**config.mk**
```make
export PLATFORM = sky130hd
export DESIGN_NAME = rvfi_order_buffer
export DESIGN_NICKNAME = d
export VERILOG_FILES = /design/src/rtl/rvfi_order_buffer_pkg.sv /design/src/rtl/rvfi_order_buffer_mem.sv /design/src/rtl/rvfi_order_buffer.sv
export SDC_FILE = /design/constraint.sdc
export NUM_CORES = 2
export LEC_CHECK = 0
export ABC_AREA = 1
export CAP_MARGIN = 20
export CORE_MARGIN = 1.5
export CORE_UTILIZATION = 50
export DETAILED_ROUTE_END_ITERATION = 7
export HOLD_SLACK_MARGIN = 0.12
export PLACE_DENSITY_LB_ADDON = 0.15
export SLEW_MARGIN = 20
export SYNTH_ARGS = -nofsm -noshare
export SYNTH_HDL_FRONTEND = slang
export SYNTH_SLANG_ARGS = --single-unit
export TNS_END_PERCENT = 5
```
**constraint.sdc**
```tcl
create_clock -name clock -period 8.3 [get_ports clock]
set_clock_uncertainty 0.1 [all_clocks]
set_input_delay 1.66 -clock clock [delete_from_list [all_inputs] [get_ports clock]]
set_output_delay 1.66 -clock clock [all_outputs]
set_load 0.1 [all_outputs]
```
**src/rtl/rvfi_order_buffer_pkg.sv**
```systemverilog
// Shared types for the RVFI order buffer: the retirement record layout
// carried from writeback to the RVFI channel, plus ring-index helpers.
package rvfi_order_buffer_pkg;

  localparam int RVFI_XLEN = 32;

  typedef struct packed {
    logic [31:0]          insn;
    logic                 trap;
    logic [4:0]           rs1_addr;
    logic [4:0]           rs2_addr;
    logic [RVFI_XLEN-1:0] rs1_rdata;
    logic [RVFI_XLEN-1:0] rs2_rdata;
    logic [4:0]           rd_addr;
    logic [RVFI_XLEN-1:0] rd_wdata;
    logic [RVFI_XLEN-1:0] pc_rdata;
    logic [RVFI_XLEN-1:0] pc_wdata;
  } rvfi_rec_t;

  localparam int REC_W = $bits(rvfi_rec_t);

  // Distance of a slot from the head slot, modulo a power-of-two ring size.
  function automatic int unsigned slot_offset(int unsigned tag, int unsigned head,
                                              int unsigned depth);
    return (tag - head) & (depth - 1);
  endfunction

  function automatic logic slot_in_window(int unsigned tag, int unsigned head,
                                          int unsigned count, int unsigned depth);
    return slot_offset(tag, head, depth) < count;
  endfunction

endpackage

```
**src/rtl/rvfi_order_buffer_mem.sv**
```systemverilog
// Record storage for the order buffer: one synchronous write port fed by
// writeback and one combinational read port addressed by the head slot.
module rvfi_order_buffer_mem
  import rvfi_order_buffer_pkg::*;
#(
  parameter int DEPTH = 8,
  localparam int IDXW = $clog2(DEPTH)
) (
  input  logic            clock,
  input  logic            we,
  input  logic [IDXW-1:0] waddr,
  input  rvfi_rec_t       wdata,
  input  logic [IDXW-1:0] raddr,
  output rvfi_rec_t       rdata
);

  rvfi_rec_t mem [DEPTH];

  always_ff @(posedge clock) begin
    if (we) mem[waddr] <= wdata;
  end

  assign rdata = mem[raddr];

endmodule

```
**src/rtl/rvfi_order_buffer.sv**
```systemverilog
// Reorders out-of-order writeback records into program order on one RVFI channel.
// Define RVFI_ORDER_BUFFER_X0_EN to force x0 read/write data to zero at emit.
module rvfi_order_buffer
  import rvfi_order_buffer_pkg::*;
#(
  parameter int XLEN  = RVFI_XLEN,
  parameter int DEPTH = 8,
  localparam int IDXW = $clog2(DEPTH)
) (
  input  logic             clock,
  input  logic             resetn,
  input  logic             flush,
  input  logic             alloc_valid,
  output logic             alloc_ready,
  output logic [IDXW-1:0]  alloc_tag,
  input  logic             wb_valid,
  input  logic [IDXW-1:0]  wb_tag,
  input  logic [REC_W-1:0] wb_rec,
  output logic             rvfi_valid,
  output logic [63:0]      rvfi_order,
  output logic [31:0]      rvfi_insn,
  output logic             rvfi_trap,
  output logic [4:0]       rvfi_rs1_addr,
  output logic [4:0]       rvfi_rs2_addr,
  output logic [XLEN-1:0]  rvfi_rs1_rdata,
  output logic [XLEN-1:0]  rvfi_rs2_rdata,
  output logic [4:0]       rvfi_rd_addr,
  output logic [XLEN-1:0]  rvfi_rd_wdata,
  output logic [XLEN-1:0]  rvfi_pc_rdata,
  output logic [XLEN-1:0]  rvfi_pc_wdata,
  output logic             err_sticky
);

  logic [IDXW:0]    head, tail, count;
  logic [IDXW-1:0]  head_idx;
  logic [DEPTH-1:0] done, done_next;
  logic [63:0]      order_cnt;
  logic             alloc_fire, wb_hit, wb_ok, wb_err, emit;
  rvfi_rec_t        wb_data, head_rec, emit_rec, out_rec;

  assign wb_data  = wb_rec;
  assign count    = tail - head;
  assign head_idx = head[IDXW-1:0];

  // Gated by resetn so the port reads 0 while the buffer is held in reset.
  assign alloc_ready = resetn && (count < (IDXW+1)'(DEPTH)) && !flush;
  assign alloc_tag   = tail[IDXW-1:0];
  assign alloc_fire  = alloc_valid && alloc_ready;

  assign wb_hit = slot_in_window(32'(wb_tag), 32'(head_idx), 32'(count), 32'(DEPTH))
                  && !done[wb_tag];
  assign wb_ok  = wb_valid && !flush && wb_hit;
  assign wb_err = wb_valid && !flush && !wb_hit;
  assign emit   = (count != '0) && done[head_idx] && !flush;

  rvfi_order_buffer_mem #(.DEPTH(DEPTH)) u_mem (
    .clock (clock),
    .we    (wb_ok),
    .waddr (wb_tag),
    .wdata (wb_data),
    .raddr (head_idx),
    .rdata (head_rec)
  );

  // The three slot updates never target the same index in one cycle.
  always_comb begin
    done_next = done;
    if (alloc_fire) done_next[alloc_tag] = 1'b0;
    if (wb_ok)      done_next[wb_tag]    = 1'b1;
    if (emit)       done_next[head_idx]  = 1'b0;
  end

  always_comb begin
    emit_rec = head_rec;
`ifdef RVFI_ORDER_BUFFER_X0_EN
    if (head_rec.rd_addr == 5'd0)  emit_rec.rd_wdata  = '0;
    if (head_rec.rs1_addr == 5'd0) emit_rec.rs1_rdata = '0;
    if (head_rec.rs2_addr == 5'd0) emit_rec.rs2_rdata = '0;
`endif
  end

  always_ff @(posedge clock or negedge resetn) begin
    if (!resetn) begin
      head      <= '0;
      tail      <= '0;
      done      <= '0;
      order_cnt <= '0;
    end else if (flush) begin
      head <= tail;
      done <= '0;
    end else begin
      if (alloc_fire) tail <= tail + 1'b1;
      if (emit) begin
        head      <= head + 1'b1;
        order_cnt <= order_cnt + 64'd1;
      end
      done <= done_next;
    end
  end

  // Output fields hold their last emitted record while rvfi_valid is low.
  always_ff @(posedge clock or negedge resetn) begin
    if (!resetn) begin
      rvfi_valid <= 1'b0;
      rvfi_order <= '0;
      out_rec    <= '0;
      err_sticky <= 1'b0;
    end else begin
      rvfi_valid <= emit;
      if (emit) begin
        out_rec    <= emit_rec;
        rvfi_order <= order_cnt;
      end
      if (wb_err) err_sticky <= 1'b1;
    end
  end

  assign rvfi_insn      = out_rec.insn;
  assign rvfi_trap      = out_rec.trap;
  assign rvfi_rs1_addr  = out_rec.rs1_addr;
  assign rvfi_rs2_addr  = out_rec.rs2_addr;
  assign rvfi_rs1_rdata = out_rec.rs1_rdata;
  assign rvfi_rs2_rdata = out_rec.rs2_rdata;
  assign rvfi_rd_addr   = out_rec.rd_addr;
  assign rvfi_rd_wdata  = out_rec.rd_wdata;
  assign rvfi_pc_rdata  = out_rec.pc_rdata;
  assign rvfi_pc_wdata  = out_rec.pc_wdata;

endmodule

```
; ---- Yosys cells after proc, flatten, opt, wreduce, memory -nomap -nowiden
; Memories as Yosys holds them, arrays and structs flattened. A register that Yosys moved wholly into a read port is not among the register bits.
; Cells that the tools add are included.
[totals]
register_bits = 146
ramBits = 1664
word_cells = 65
mem_count = 1
[op_classes]
add_sub_neg = 5
order_cmp = 8
muxes = 18
n_bitwise = 6
reduce_logical = 20
[memory_table]
columns = name, words, width, read_ports, rd_ports_with_merged_regs, write_ports, line
row1 = u_mem.mem, 8, 208, 1, 1, 1, rvfi_order_buffer_mem.sv:17  ; rvfi_rec_t mem [DEPTH];
[ops]
columns = op, n
row1 = $add A64 B1 Y64 const B, 1
row2 = $mux W8, 4
row3 = $and A8 B8 Y8, 2
row4 = $not A8 Y8, 2
row5 = $logic_and A1 B1 Y1, 12
row6 = $lt A3 B4 Y1 const B, 3
row7 = $demux W1 S3, 3
row8 = $ge A3 B1 Y1 const B, 3
row9 = $add A4 B1 Y4 const B, 2
row10 = $mux W4, 2
row11 = $or A8 B8 Y8, 1
row12 = $mux W1, 7
row13 = $bmux W1 S3, 2
row14 = $logic_not A1 Y1, 4
row15 = $lt A3 B4 Y1, 1
row16 = $lt A4 B4 Y1 const B, 1
row17 = $reduce_and A2 Y1, 2
row18 = $reduce_bool A4 Y1, 1
row19 = $sub A4 B4 Y4, 1
row20 = $sub A3 B3 Y3, 1
row21 = $reduce_bool A2 Y1, 1
row22 = $not A1 Y1, 1

; ---- Longest topological paths before layout
[depth]
word_depth = 12
ltp_mapped = 16

; ---- Modules after synthesis
; A second synthesis with hierarchy kept.
[unflattened]
cells_unflattened = 9195
area_unflattened_um2 = 88224.6
[modules_own_cells]
columns = module, instances, cells_each, area_per_inst_um2
row1 = rvfi_order_buffer_mem, 1, 7206, 72410.7
row2 = rvfi_order_buffer, 1, 1989, 15813.9

; ---- Least setup slack after synthesis
; Ideal clock, no wire load.
[synth_path]
path_kind = input-to-reg
start = in wb_tag[0]
end = mem u_mem.mem[6][0] (netlist bit), enable pin
setup_time_ns = 0.559
arrival_ns = 7.510
required_time_ns = 7.641
path_slack_ns = 0.132
cell_stages = 13
path_buffers = 1
path_cell_list = buf_2 > clkinv_1 > ha_1 > inv_1 > fa_1 > xnor2_1 > xor2_1 > ha_1 > nand2_1 > nand2_1 > nand2_1 > nand4_1 > inv_1
[synth_via]
elab_chain_len = 7
word_cells_on_any_way = 9
cone_classes = add/sub (1) / order compare (1) / mux (4) / reduce/logical (3)
[synth_lines]
columns = element, line
row1 = start: declaration, rvfi_order_buffer.sv:17  ; input logic [IDXW-1:0] wb_tag,
row2 = "parallel branches: the longest is 7 deep, another holds $lt A3 B4 Y1", n/a
row3 = end: declaration, rvfi_order_buffer_mem.sv:17
; Several ways; the timed one is not identified. The select of a mux whose other input is x is not followed.

; ---- Worst setup path in the final report
[layout_path]
start = reg tail[0]
end = out alloc_ready
[layout_via]
elab_chain_len = 4
[layout_lines]
columns = element, line
row1 = start: declaration, rvfi_order_buffer.sv:34  ; logic [IDXW:0] head, tail, count;
row2 = start signal: assignment, rvfi_order_buffer.sv:92  ; if (alloc_fire) tail <= tail + 1'b1;
row3 = $sub A4 B4 Y4, rvfi_order_buffer.sv:42  ; assign count = tail - head;
row4 = $lt A4 B4 Y1, rvfi_order_buffer.sv:46  ; assign alloc_ready = resetn && (count < (IDXW+1)'(DEPTH)) && !flush;
row5 = $logic_and A1 B1 Y1 (2 in series), rvfi_order_buffer.sv:46
row6 = end: declaration, rvfi_order_buffer.sv:14  ; output logic alloc_ready,
; No other way between the ends.

==> impl_metrics.csv <==
group,metric,value,unit
sta,final-hold-violation-count,0,
power,irDropWorstVdd,0.409,mV
logic_synthesis,synthMuxAreaShare,0.105,%
logic_synthesis,ys_ff_latch,2018,
drt,drc,0,
drt,drt_wl_total,203,mm
logic_synthesis,async_flop_share,17.5,%
critical_path,reg2reg_slack,2.93,ns
logic_synthesis,synth_top_area_share,65.4,%
clocking,clock_sinks,2018,
logic_synthesis,synth_fp_nets,6087,
critical_path,cp_cell_sequence,"clkinv_1, ha_1, inv_1, nand2_1, nand2_1, nand2_1, nand2_1, nand2_1, nor3_1, clkdlybuf4s50_1",
final_layout,final_net_count,6555,
logic_synthesis,ys.flop_type,"edfxtp_1",
logic_synthesis,synthTopCellsByArea,"edfxtp_1 65%, dfrtp_1 12%, nand2_1 9.0%, o21ai_0 2.4%, nor2_1 1.7%",
drt,drt-initial-drc-count,3929,
hold_path,hold_start,"rvfi_rd_wdata[22]",
run_status,status,"finished clean",
final_layout,drive_gt1_share,5.99,%
floorplanning,rows,143,
sta,whs,0.376,ns
critical_path,crit_slowest_cell,"clkdlybuf4s50_1",
global_route,grt_use_met3,4.89,%
logic_synthesis,yosysMostFrequentCell,"nand2_1",
sta,rsz0062_at_grt,"no",
logic_synthesis,synth_edf_count,1664,
logic_synthesis,synth_top_family_by_area,"simple AND/OR/NAND/NOR gates",
floorplanning,die_x,394,um
critical_path,cp.arrival,3.92,ns
logic_synthesis,yosys.area_share.simple,12.7,%
hold_path,worstHoldPathType,"register to register",
placed_design,pre_cts_ws,1.93,ns
floorplanning,die-height,394,um
critical_path,cp_slowest_stage_delay,1.22,ns
placed_design,io_buffers,493,
power,p_per_area,374,nW/um^2
global_route,grt-ovfl-total,0,
drt,ant_nets,0,
global_route,grtUsageMet2,43.1,%
sta,relSlewSlack,23.0,%
hold_path,hold_depth,2,
sta,period_needed,5.68,ns
logic_synthesis,yosysSeqAreaShare,77.0,%
sta,worst-slew-pin-transition,1.15,ns
clocking,htreeDepth,4,
clocking,cts_buffers,199,
critical_path,rr_endpoint,"rvfi_rs1_rdata[17]",
global_route,grt_pass1_vias,47100,
floorplanning,die_area,155000,um^2
sta,timing.final.crit_share,68.5,%
hold_path,min_to,"rvfi_rd_wdata[22]",
logic_synthesis,netlist_area,76400,um^2
global_route,grt_pass1_wl,302,mm
global_route,grt_max_degree,148,
clocking,cts_setup_buffers,0,
sta,fin_setup_tns,0,ns
logic_synthesis,syn_inst,5860,
drt,vias,47500,
floorplanning,initial_core_util,50.3,%
sta,fmax,176,MHz
sta,finalSetupViolCount,0,
drt,first_pass_iters,7,
clocking,hold_buffers,0,
critical_path,startpoint_type,"register",
logic_synthesis,yosys_warnings,0,
clocking,path_clk_slew,0.06,ns
global_route,antenna_found_initial,40,
drt,via_per_inst,5.56,
floorplanning,core_area,152000,um^2
placed_design,dp_hpwl,112,mm
global_route,met1_usage,34.7,%
placed_design,gp_congestion,0.927,
clocking,cts_root_buf,"clkbuf_16",
logic_synthesis,avgSynthCellArea,13.0,um^2
critical_path,r2r_cells,10,
job,cap_violations,0,
clocking,cts.path.max_buffers,3,
floorplanning,io_pins,494,
critical_path,reg2reg_from,"head[0]",
clocking,cts_tree,"done",
final_layout,area_growth,17.8,%
power,p_leak,31.9,nW
logic_synthesis,ys_top_cells_by_count,"1833 x nand2_1, 1664 x edfxtp_1, 367 x o21ai_0, 354 x dfrtp_1, 340 x nor2_1",
logic_synthesis,ys_types,39,
sta,timing.final.ws_setup,2.62,ns
logic_synthesis,synth-adder-area-share,0.200,%
critical_path,path_class,"register to primary output",
global_route,track_usage,25.9,%
sta,slew_viol_final,0,
global_route,busiest_layer,"met2",
critical_path,worstPathMaxFanout,8,
critical_path,cp_common_cell,"nand2_1",
critical_path,required,6.54,ns
logic_synthesis,synth-compound-area-share,7.16,%
critical_path,endpoint_kind,"primary output",
critical_path,critical_path.top_delay_family,"buffers and inverters",
logic_synthesis,yosysTopAreaCell,"edfxtp_1",
final_layout,nFillCells,12000,
logic_synthesis,yosys.area_share.xor_xnor,0.401,%
clocking,clock_latency,0.83,ns
clocking,ctsResizeCount,0,
drt,wl_per_cell,23.7,um
critical_path,path_buf_inv,3,
==> stage by stage <==
step                      util, %  instances  total power, mW  instance area, um^2
after floorplan                 -       5860             21.1                76400
after global placement       55.0       8157             24.8                83400
after detailed placement     55.0       8157             24.9                83400
after CTS                    59.3       8528             33.9                90000
after global routing         59.3       8536             35.1                90000
final                        59.3       8542             33.7                90000
==> registers in the layout, summed over array words and instances (netlist names), 5 cells and up <==
register,cells
rvfi_insn,32
rvfi_order,64
rvfi_rs2_rdata,32
rvfi_rs1_rdata,32
u_mem.mem,1664
order_cnt,64
done,8
rvfi_rd_addr,5
rvfi_rs1_addr,5
rvfi_pc_wdata,32
rvfi_rd_wdata,32
rvfi_rs2_addr,5
rvfi_pc_rdata,32
==> cell usage in the layout (no fill, tap or decap), types with 3 or more instances in the layout <==
cell             netlist  routed
nand2_1             1833    1833
edfxtp_1            1664    1664
clkdlybuf4s50_1        0     489
o21ai_0              367     367
dfrtp_1              354     353
nor2_1               340     339
clkbuf_16              0     206
a21oi_1              166     166
a22oi_1              159     159
nand4_1              128     128
inv_1                133     123
o21ai_1               97      97
nand3_1               88      88
o2111ai_1             60      60
clkbuf_1             128      55
buf_4                  7      39
nor3_1                37      37
clkinv_1               4      31
xor2_1                31      31
clkinv_2               0      31
o31ai_1               21      21
buf_12                 0      21
a22o_1                17      17
clkbuf_8               0      17
o211ai_1              16      16
bufinv_16              0      15
diode_2                0      14
inv_8                  0      13
o21ai_2                9       9
ha_1                   9       9
mux2i_1                8       8
a32o_1                 7       7
inv_6                  0       6
nor2_4                 3       5
xnor2_1                4       4
clkinvlp_4             0       4
inv_4                  1       3
clkinv_8               0       3
clkinv_16              0       3
buf_2                134       3
==> tightest hold or removal path, stage by stage, from the launching register on <==
cell     delay (ns)
dfrtp_1        0.34
nand2_1        0.06
nand2_1        0.05
==> metal layers <==
layer	vias up	share of wire [%]	routed length, um
li1	21800	-	-
met1	23900	42	85100
met2	1457	49	99900
met3	337	6.1	12400
met4	50	2.4	4930
met5	-	0.16	333
==> power breakdown <==
part	switching, mW	internal, mW
sequential	0.561	12.1
clock	3.81	5.19
combinational	9.28	2.73
==> how the worst max path moves through the flow <==
stage,startpoint,slack (ns),cells after the start,to
3_5_place_dp,wb_tag[0],1.93,14,u_mem.mem[5][180]
5_1_grt,wb_tag[0],2.45,14,u_mem.mem[5][36]
6_report,tail[0],2.62,10,alloc_ready
2_1_floorplan,wb_tag[0],0.13,13,u_mem.mem[6][0]
3_3_place_gp,wb_tag[0],1.86,14,u_mem.mem[5][201]
4_1_cts,head[2],2.52,8,alloc_ready
==> area by class of cell <==
class	instances	area (um^2)	area share, %
flip-flops and latches	2018	58800	65.4
diodes	14	35.0	0.0389
clock buffers	279	5600	6.23
multi-input cells	3412	15700	17.5
well taps	2030	2540	2.82
repair buffers	554	5650	6.28
clock inverters	92	972	1.08
inverters	143	642	0.713
==> cells by family after synthesis <==
logic type | after synthesis
AO/OA/AOI/OAI | 921
XOR/XNOR | 35
adder cells (fa/ha/maj) | 11
buffers and inverters | 430
flip-flops | 2018
multiplexers | 8
AND/OR/NAND/NOR | 2437
Note: power is estimated with default switching activity, not from simulation.
